### src/rtl/mem_access_unit.sv
// mem_access_unit
//   MEM-stage load/store unit. Takes the controls/inst_size/is_signed bundle
//   from ID and issues one data-memory transaction per load or store over a
//   req/gnt/rvalid bus. It stalls the pipeline while busy and returns
//   lane-extracted, sign- or zero-extended load data with a one-cycle done pulse.
//
//   Optional feature: define MEM_TIMEOUT_EN to enable a WAIT-state watchdog.
//   The watchdog ends the access with bus_err after TIMEOUT_CYCLES cycles
//   without rvalid. Without the macro, WAIT lasts until rvalid and bus_err is 0.
//
// Ports
//   clk, reset        clock (rising edge), synchronous active-low reset
//   issue_valid       MEM stage holds a valid instruction
//   controls[12:0]    {mem_read, mem_write, ...}; only bits 12:11 are used here
//   inst_size[1:0]    00 byte, 01 half, 10/11 word
//   is_signed         sign-extend loads when 1
//   addr, wdata       effective byte address, store data
//   stall             hold upstream stages
//   done              one-cycle completion pulse (also for faulted accesses)
//   load_data         extended load result, valid while done
//   misaligned        alignment fault, pulses with done
//   bus_err           timeout fault, pulses with done
//   mem_*             data-memory bus (req held until gnt, rvalid >= 1 cycle later)
//   state             FSM state: 0 IDLE, 1 REQ, 2 WAIT, 3 DONE
//
// Handshake: mem_req is held with stable mem_addr/we/wdata/wstrb until a cycle
// where mem_gnt=1; for loads, mem_rvalid is then accepted in a later cycle only.

module mem_access_unit #(
    parameter int TIMEOUT_CYCLES = 255
) (
    input  logic        clk,
    input  logic        reset,
    input  logic        issue_valid,
    input  logic [12:0] controls,
    input  logic [1:0]  inst_size,
    input  logic        is_signed,
    input  logic [31:0] addr,
    input  logic [31:0] wdata,
    output logic        stall,
    output logic        done,
    output logic [31:0] load_data,
    output logic        misaligned,
    output logic        bus_err,
    output logic        mem_req,
    output logic        mem_we,
    output logic [31:0] mem_addr,
    output logic [31:0] mem_wdata,
    output logic [3:0]  mem_wstrb,
    input  logic        mem_gnt,
    input  logic        mem_rvalid,
    input  logic [31:0] mem_rdata,
    output logic [1:0]  state
);

    localparam logic [1:0] S_IDLE = 2'd0;
    localparam logic [1:0] S_REQ  = 2'd1;
    localparam logic [1:0] S_WAIT = 2'd2;
    localparam logic [1:0] S_DONE = 2'd3;

    logic [1:0]  state_q;
    logic [31:0] addr_q;
    logic [31:0] wdata_q;
    logic [31:0] rdata_q;
    logic [1:0]  size_q;
    logic        signed_q;
    logic        load_q;
    logic        fault_q;
    logic        bus_err_q;

    logic        mem_op;
    logic        misaligned_in;

    // A load wins when both mem_read and mem_write are set.
    assign mem_op        = issue_valid & (controls[12] | controls[11]);
    assign misaligned_in = ((inst_size == 2'b01) & addr[0]) |
                           (inst_size[1] & (addr[1:0] != 2'b00));

`ifdef MEM_TIMEOUT_EN
    localparam int TW_RAW = $clog2(TIMEOUT_CYCLES + 1);
    localparam int TW     = (TW_RAW < 8) ? 8 : ((TW_RAW > 16) ? 16 : TW_RAW);
    logic [TW-1:0] wait_cnt_q;
`else
    assign bus_err_q = 1'b0;
`endif

    always_ff @(posedge clk) begin
        if (!reset) begin
            state_q  <= S_IDLE;
            addr_q   <= '0;
            wdata_q  <= '0;
            rdata_q  <= '0;
            size_q   <= '0;
            signed_q <= 1'b0;
            load_q   <= 1'b0;
            fault_q  <= 1'b0;
`ifdef MEM_TIMEOUT_EN
            bus_err_q  <= 1'b0;
            wait_cnt_q <= '0;
`endif
        end else begin
            case (state_q)
                S_IDLE: begin
                    if (mem_op) begin
                        addr_q   <= addr;
                        wdata_q  <= wdata;
                        size_q   <= inst_size;
                        signed_q <= is_signed;
                        load_q   <= controls[12];
                        fault_q  <= misaligned_in;
`ifdef MEM_TIMEOUT_EN
                        bus_err_q <= 1'b0;
`endif
                        state_q  <= misaligned_in ? S_DONE : S_REQ;
                    end
                end
                S_REQ: begin
                    if (mem_gnt) begin
                        state_q <= load_q ? S_WAIT : S_DONE;
`ifdef MEM_TIMEOUT_EN
                        wait_cnt_q <= '0;
`endif
                    end
                end
                S_WAIT: begin
                    if (mem_rvalid) begin
                        rdata_q <= mem_rdata;
                        state_q <= S_DONE;
                    end
`ifdef MEM_TIMEOUT_EN
                    // Counter holds the number of WAIT cycles already spent.
                    else if (wait_cnt_q == TW'(TIMEOUT_CYCLES - 1)) begin
                        bus_err_q <= 1'b1;
                        state_q   <= S_DONE;
                    end else begin
                        wait_cnt_q <= wait_cnt_q + 1'b1;
                    end
`endif
                end
                default: state_q <= S_IDLE;
            endcase
        end
    end

    // Store lane placement.
    logic [3:0]  wstrb_c;
    logic [31:0] wdata_c;
    always_comb begin
        wstrb_c = 4'b1111;
        wdata_c = wdata_q;
        case (size_q)
            2'b00: begin
                wstrb_c = 4'b0001 << addr_q[1:0];
                wdata_c = {4{wdata_q[7:0]}};
            end
            2'b01: begin
                wstrb_c = 4'b0011 << {addr_q[1], 1'b0};
                wdata_c = {2{wdata_q[15:0]}};
            end
            default: ;
        endcase
    end

    // Load lane extraction and extension.
    logic [31:0] sh_b;
    logic [31:0] sh_h;
    logic [31:0] ext_c;
    assign sh_b = rdata_q >> {addr_q[1:0], 3'b000};
    assign sh_h = rdata_q >> {addr_q[1], 4'b0000};
    always_comb begin
        ext_c = rdata_q;
        case (size_q)
            2'b00: ext_c = {{24{signed_q & sh_b[7]}}, sh_b[7:0]};
            2'b01: ext_c = {{16{signed_q & sh_h[15]}}, sh_h[15:0]};
            default: ;
        endcase
    end

    logic in_req;
    assign in_req     = (state_q == S_REQ);
    assign done       = (state_q == S_DONE);
    assign misaligned = done & fault_q;
    assign bus_err    = done & bus_err_q;
    assign load_data  = (done & load_q & ~fault_q & ~bus_err_q) ? ext_c : 32'h0;
    assign stall      = ((state_q == S_IDLE) & mem_op) | in_req | (state_q == S_WAIT);
    assign mem_req    = in_req;
    assign mem_we     = in_req & ~load_q;
    assign mem_addr   = in_req ? {addr_q[31:2], 2'b00} : 32'h0;
    assign mem_wdata  = (in_req & ~load_q) ? wdata_c : 32'h0;
    assign mem_wstrb  = (in_req & ~load_q) ? wstrb_c : 4'b0000;
    assign state      = state_q;

    logic unused_bits;
    assign unused_bits = ^{controls[10:0], sh_b[31:8], sh_h[31:16]};

endmodule

### config.mk
export PLATFORM = sky130hd
export DESIGN_NAME = mem_access_unit
export DESIGN_NICKNAME = d
export VERILOG_FILES = /design/src/rtl/mem_access_unit.sv
export SDC_FILE = /design/constraint.sdc
export NUM_CORES = 1
export LEC_CHECK = 0
export CORE_ASPECT_RATIO = 0.8
export CORE_UTILIZATION = 43
export CTS_CLUSTER_SIZE = 10
export DETAILED_ROUTE_END_ITERATION = 10
export HOLD_SLACK_MARGIN = 0.06
export PLACE_DENSITY = 0.81
export SLEW_MARGIN = 10
export SYNTH_ARGS = -nofsm -noshare
export SYNTH_HDL_FRONTEND = slang
export SYNTH_SLANG_ARGS = --single-unit
### constraint.sdc
create_clock -name clk -period 1.8 [get_ports clk]
set_input_delay 0.18 -clock clk [delete_from_list [all_inputs] [get_ports clk]]
set_output_delay 0.18 -clock clk [all_outputs]
set_load 0.01 [all_outputs]
# == Word-level counts from Yosys, hierarchy flattened ==
# Index checks and enable logic that the tools add are counted.
# classes
reduce_logical,6
multipliers,0
bitwise,16
div_mod_pow,0
n_mux,13
n_shift,4
addsub,0
eq_ne,8
magnitude_cmp,0
# op_table
cell,count
32-bit one-hot mux with 2 select lines,2
32-bit 2-to-1 mux,3
32-bit by 5-bit >> shifter with 16-bit output,1
32-bit by 5-bit >> shifter with 8-bit output,1
1-bit AND,10
2-bit 2-to-1 mux,4
4-bit one-hot mux with 2 select lines,1
2-bit by 1-bit == test with 1-bit output (second input constant),3
2-bit != test (second input constant),3
2-bit one-hot mux with 3 select lines,1
2-bit == test (second input constant),2
2-bit logical NOT,2
4-bit 2-to-1 mux,1
1-bit OR,4
2-bit AND reduction,2
1-bit by 2-bit << shifter with 4-bit output (first input constant),1
2-bit by 2-bit << shifter with 4-bit output (first input constant),1
3-bit AND reduction,1
1-bit inverter,2
2-bit nonzero test,1
1-bit 2-to-1 mux,1
# word_totals
latch_bits,0
memories,0
mem_bits_rw,0
elab_cells,55
output_inout_bits,108
mem_bits_ro,0
register_bits,103
inputBits,117

# == Depth between registers and ports, before layout ==
# Gate-level depths: netlist (run 1).
# depth
word_depth,6
depth_mapped,7

# == Worst setup path before layout (run 1) ==
# Ideal clock, no wire load.
# synth_timing
path_kind,register to output
start,"register state_q[1], in the netlist state[1]"
end,output port load_data[21]
n_path_buf,2
path_slack_ns,0.073
stages_incl_launch_ff,7
t_required_ns,1.620
arrival_ns,1.547
cell_sequence,dfxtp_1 > ha_1 > and3b_1 > buf_4 > nand3_2 > buf_6 > o2bb2ai_2
# synth_between
elab_chain_cells,4
# synth_rtl
element,line,source
"start, declared",61,logic [1:0] state_q;
"start signal, assigned",114,state_q <= misaligned_in ? S_DONE : S_REQ;
"start signal, assigned",119,state_q <= load_q ? S_WAIT : S_DONE;
2-bit == test,181,assign done = (state_q == S_DONE);
net done,41,"output logic done,"
1-bit AND (2 in series),184,assign load_data = (done & load_q & ~fault_q & ~bus_err_q) ? ext_c : 32'h0;
32-bit 2-to-1 mux,184,
"end, declared",42,"output logic [31:0] load_data,"
# The timed path passes the listed nets, and every way through them passes these cells.

# == Worst setup path in the final report (run 1) ==
# layout_timing
start,register addr_q[0]
end,output port load_data[12]
# layout_between
elab_chain_cells,4
# layout_rtl
element,line,source
"start, declared",62,logic [31:0] addr_q;
"start signal, assigned",105,addr_q <= addr;
32-bit by 5-bit >> shifter with 8-bit output,168,"assign sh_b = rdata_q >> {addr_q[1:0], 3'b000};"
1-bit AND,173,"2'b00: ext_c = {{24{signed_q & sh_b[7]}}, sh_b[7:0]};"
32-bit one-hot mux with 2 select lines,172,case (size_q)
32-bit 2-to-1 mux,184,
# Every way passes these cells.

==> results of run 1 <==
cells in the mapped netlist, drive strengths merged, types with 2 or more instances:
| library cell | number |
|---|---|
| nand2 | 249 |
| a21oi | 129 |
| dfxtp | 103 |
| and2 | 40 |
| buf | 40 |
| clkbuf | 21 |
| nor2 | 19 |
| o2bb2ai | 16 |
| mux2 | 11 |
| o21ai | 11 |
| mux2i | 10 |
| nand3 | 9 |
| nor2b | 8 |
| o22ai | 8 |
| a221oi | 7 |
| a41oi | 7 |
| inv | 7 |
| ha | 5 |
| nand2b | 4 |
| nor3 | 2 |
through the flow:
stage	util, %	total power, uW	setup TNS, ns
floorplan	-	4440	0
global placement	66.7	6000	-6.74
detailed placement	66.7	6050	-7.95
CTS	69.7	8560	-5.50
global route	73.9	9780	-9.74
finish	73.9	9350	-5.06
registers in the layout, indices dropped and copies added (netlist names):
register	cells
load_q	1
size_q	2
fault_q	1
signed_q	1
state	2
wdata_q	32
addr_q	32
rdata_q	32
logic make-up (layout without fill, tap and decap cells):
family	count (synthesis)	count (layout)
buffers and inverters	68	340
other	1	4
AND/OR/NAND/NOR	336	337
AO/OA/AOI/OAI	185	185
multiplexers	22	22
flip-flops	103	103
adder cells (fa/ha/maj)	5	5
power by group:
group / switching (uW) / leakage, uW / internal, uW
Combinational: 2200 / 0.00256 / 2290
Clock: 881 / 0.000143 / 1120
Sequential: 258 / 0.000842 / 2590
Total: 3340 / 0.00355 / 6010
path summary, 6_finish.rpt:
path | endpoint | slack, ns
max | load_data[12] | -0.20
min | addr_q[16] | 0.37
max reg2reg | state[0] | -0.17
min reg2reg | addr_q[5] | 0.45
cell type report:
type	instances	area [sq um]	area share [%]
clock inverters	4	55.1	0.610
diodes	1	2.50	0.0277
well taps	171	214	2.37
repair buffers	316	2970	32.9
repair inverters	1	7.51	0.0832
clock buffers	12	246	2.73
multi-input cells	552	3420	37.9
inverters	7	36.3	0.402
flip-flops and latches	103	2080	23.0
per-layer routing:
metal / up-vias / track usage (%) / wire, um
met2: 294 / 49.1 / 9670
met4: 0 / 10.5 / 457
met1: 2946 / 35.5 / 8310
met5: - / 0 / 0
met3: 44 / 9.01 / 1900
li1: 2950 / - / -
critical path, cell delays in order (launching register included):
cell and delay (ns):
dfxtp_2 0.34, mux4_2 0.55, nand3_4 0.17, buf_4 0.13, a41oi_2 0.10, buf_2 0.17
repair_timing:
action	4_1_cts	5_1_grt
gates cloned	4	5
gates resized for setup	395	187
pin swaps	5	26
setup endpoints to repair	105	110
buffers inserted	17	11
==> flow_summary.ini, run 1 <==
[routing]
firstDrtPassIters = 5
drc = 0
totalWireLength_um = 20300
vias = 6234
drt_iter0_drc = 506
ant_nets = 0
avgViaCountPerCell = 5.34
wl_per_cell_um = 17.4

[placement]
pre_cts_ws_ns = -0.296
place_area_sq_mm = 0.00814
port-buffer-count = 210
dp_cells = 1120
gp_congestion = 0.917
dp_hpwl_um = 13100

[sta]
period_minus_slack_ns = 2.00
fin_skew_ns = 0.0121
finalWorstSetupSlack_ns = -0.197
post-route-period-util_pct = 111
clock.fmax_ghz = 0.501
hold_violations = 0
setup_viol = 63
grt_setup_unrepaired = yes
holdWs_ns = 0.369
slew_headroom_pct = 64.6
drv_slew = 0
worstMarginPinSlew_ns = 0.530

[critical_path]
cp-startpoint = addr_q[0]
critPathArrivalTime_ns = 1.82
rr_startpoint = state[1]
end_kind = primary output
start_kind = register
required_ns = 1.62
r2r_cells = 9
worst-setup-path-type = reg -> out
crit_fanout = 8

[global_route]
grt_max_degree = 50
grt_antenna_before_repair = 1
grt_pass1_wl_um = 29500
grt_usage_pct = 29.1
overflow = 0
grt_pass1_vias = 5842

[synthesis]
synth_ff_type = dfxtp_1
ys_seq_elements = 103
synth_edf_count = 0
synth_area_sq_mm = 0.00539
ys_warn_count = 0
yosysTopAreaCellShare_pct = 38.3
synth_compound_area_share_pct = 22.3
synthDistinctLibCells = 45
yosysSeqAreaShare_pct = 38.3
synth_top_cell_by_area = dfxtp_1
synth_area_leaders = dfxtp_1 38%, nand2_1 17%, a21oi_1 12%
synthAdderAreaFrac_pct = 1.16
synthMuxAreaShare_pct = 4.81
synth_top_family_by_area = simple AND/OR/NAND/NOR gates
syn_avg_cell_area_sq_um = 7.48
synthArstFlopShare_pct = 0
syn_inst = 720
synth-xor-area-share_pct = 0
yosys.area_share.simple_pct = 27.1

[flow_run]
drv_cap = 0

[cts]
htreeDepth = 3
holdBufCountCts = 0
cts.sinks = 103
cts_root_buffer = clkbuf_16
cts_tree = built
clock_latency_ns = 0.35
clk_path_buf_depth = 2
numCtsBuffers = 9
cts.clk_slew.worst_paths_ns = 0.08

[pwr]
p_leak_uw = 0.00355
p_per_area_mw_per_mm2 = 1040
vdd_drop_max_mv = 0.723

[die]
ios = 225
row_count = 36
die-area_sq_mm = 0.0130
start_util_pct = 44.1
die_height_um = 102
core_area_sq_mm = 0.0122
die_x_um = 127

[layout]
final_cells = 1167
area_growth_pct = 67.6
drive_gt1_share_pct = 35.1
n_fill_cell = 915
mostFrequentLayoutCell = nand2_1
finalInstanceArea_sq_mm = 0.00903
fin_nets = 1112
final_cell_mix = 249 x nand2_1, 110 x a21oi_1, 107 x clkdlybuf4s50_1

[run_status]
status = finished with violations
violations = setup timing

[hold_path]
whs_path_depth = 3
hold_class = in -> reg
hp-start = addr[16]
Note: power is estimated with default switching activity, not from simulation.
==> inputs of run 2 (changes only) <==
Settings changed: GPL_TIMING_DRIVEN from default to 0, SETUP_SLACK_MARGIN from default to 0.05.
==> run 2 against run 1 <==
The flow still finishes with violations (setup timing). Via count decreased by 0.79%. Worst setup slack got worse by 0.024 ns. Final cell count decreased by 0.26%. Largest cell class unchanged. Largest power group unchanged.
==> flow_summary.ini, run 2 (synthesis results as in run 1) <==
[die]
row_count = 36
ios = 225
start_util_pct = 44.1
die_height_um = 102
die-area_sq_mm = 0.0130
die_x_um = 127
core_area_sq_mm = 0.0122

[routing]
ant_nets = 0
totalWireLength_um = 19800
drc = 0
firstDrtPassIters = 5
drt_iter0_drc = 510
vias = 6185
avgViaCountPerCell = 5.31
wl_per_cell_um = 17.0

[cts]
cts_tree = built
clk_path_buf_depth = 2
htreeDepth = 3
cts.sinks = 103
cts.clk_slew.worst_paths_ns = 0.07
cts_root_buffer = clkbuf_16
numCtsBuffers = 9
holdBufCountCts = 0
clock_latency_ns = 0.35

[critical_path]
required_ns = 1.62
end_kind = primary output
critPathArrivalTime_ns = 1.84
crit_fanout = 5
start_kind = register
worst-setup-path-type = reg -> out

[sta]
grt_setup_unrepaired = yes
setup_viol = 68
holdWs_ns = 0.371
post-route-period-util_pct = 112
clock.fmax_ghz = 0.495
fin_skew_ns = 0.00448
hold_violations = 0
finalWorstSetupSlack_ns = -0.221
slew_headroom_pct = 61.7
worstMarginPinSlew_ns = 0.575
drv_slew = 0
period_minus_slack_ns = 2.02

[placement]
port-buffer-count = 210
gp_congestion = 0.957
dp_hpwl_um = 13300

[pwr]
p_leak_uw = 0.00345
power_uw = 8840
vdd_drop_max_mv = 0.717
p_per_area_mw_per_mm2 = 983

[global_route]
overflow = 0
grt_pass1_vias = 5630
grt_max_degree = 17
grt_pass1_wl_um = 29200
grt_usage_pct = 29.2
grt_antenna_before_repair = 0

[layout]
n_fill_cell = 893
final_cell_mix = 249 x nand2_1, 109 x a21oi_1, 106 x clkdlybuf4s50_1
antenna_cells = 0
layout_top_registers = addr_q (32), rdata_q (32), wdata_q (32)
mostFrequentLayoutCell = nand2_1
fin_nets = 1110
fin_util_pct = 73.7
drive_gt1_share_pct = 32.7
area_growth_pct = 67.0

[hold_path]
hold_class = in -> reg

[run_status]
status = finished with violations
violations = setup timing

[flow_run]
drv_cap = 0
run 2: cell count changes in the layout (fill, tap and decap cells not counted), moves of 7 or more:
cell | before | now
buf_4 | 68 | 34
buf_6 | 39 | 58
clkbuf_1 | 2 | 16
buf_12 | 15 | 5
buf_8 | 3 | 13
o2bb2ai_4 | 2 | 10
o2bb2ai_2 | 13 | 6
run 2: timing repair:
| item | 4_1_cts | 5_1_grt |
|---|---|---|
| setup endpoints to repair | 107 | 106 |
| buffers inserted | 26 | 13 |
| resized for setup | 516 | 142 |
| hold endpoints to repair | 0 | 0 |
| pin swaps | 26 | 22 |
| cloned | 8 | 1 |
run 2: critical path: stages, from the launching register on:
cell and delay, ns:
dfxtp_2 0.39, mux4_2 0.53, nand3_4 0.16, buf_12 0.13
a41oi_2 0.11, buf_2 0.17
run 2: layout make-up:
| cell class | count | area, sq um | share of cell area, % |
|---|---|---|---|
| inverter | 7 | 31.3 | 0.348 |
| buffer | 58 | 510 | 5.67 |
| clock inverter | 4 | 30.0 | 0.334 |
| sequential | 103 | 2080 | 23.1 |
| clock buffer | 12 | 256 | 2.85 |
| timing repair inverter | 1 | 7.51 | 0.0834 |
| tap | 171 | 214 | 2.38 |
| multi-input combinational | 551 | 3530 | 39.2 |
| timing repair buffer | 257 | 2340 | 26.0 |
run 2: final timing paths:
path | start | endpoint | slack (ns) | cells past startpoint
setup / recovery | rdata_q[23] | load_data[11] | -0.22 | 5
hold / removal | wdata[30] | wdata_q[30] | 0.37 | 3
setup reg to reg | state[0] | state[0] | -0.04 | 6
hold reg to reg | addr_q[9] | addr_q[9] | 0.45 | 2
run 2: power by group:
part           switching [uW]  internal [uW]
clock                     864           1020
sequential                299           2600
combinational            2070           2000
run 2: metrics by stage:
step | instances | instance area [sq um] | setup TNS (ns) | worst slack, ns
4_1_cts | 1151 | 8320 | -5.41 | -0.178
5_1_grt | 1164 | 9000 | -10.80 | -0.275
6_report | 1164 | 9000 | -6.87 | -0.221
3_5_place_dp | 1103 | 7710 | -41.30 | -0.612
3_3_place_gp | 1103 | 7710 | -42.32 | -0.589
2_1_floorplan | 722 | 5390 | 0 | 0.0731
run 2: metal layers:
layer | wire, um | part of all wire, % | global-route usage (%) | vias up
met4 | 463 | 2.3 | 9.52 | 0
met5 | 0 | 0 | 0 | -
met2 | 9260 | 47 | 47.0 | 329
li1 | - | - | - | 2948
met3 | 1960 | 9.9 | 8.95 | 35
met1 | 8160 | 41 | 37.7 | 2873
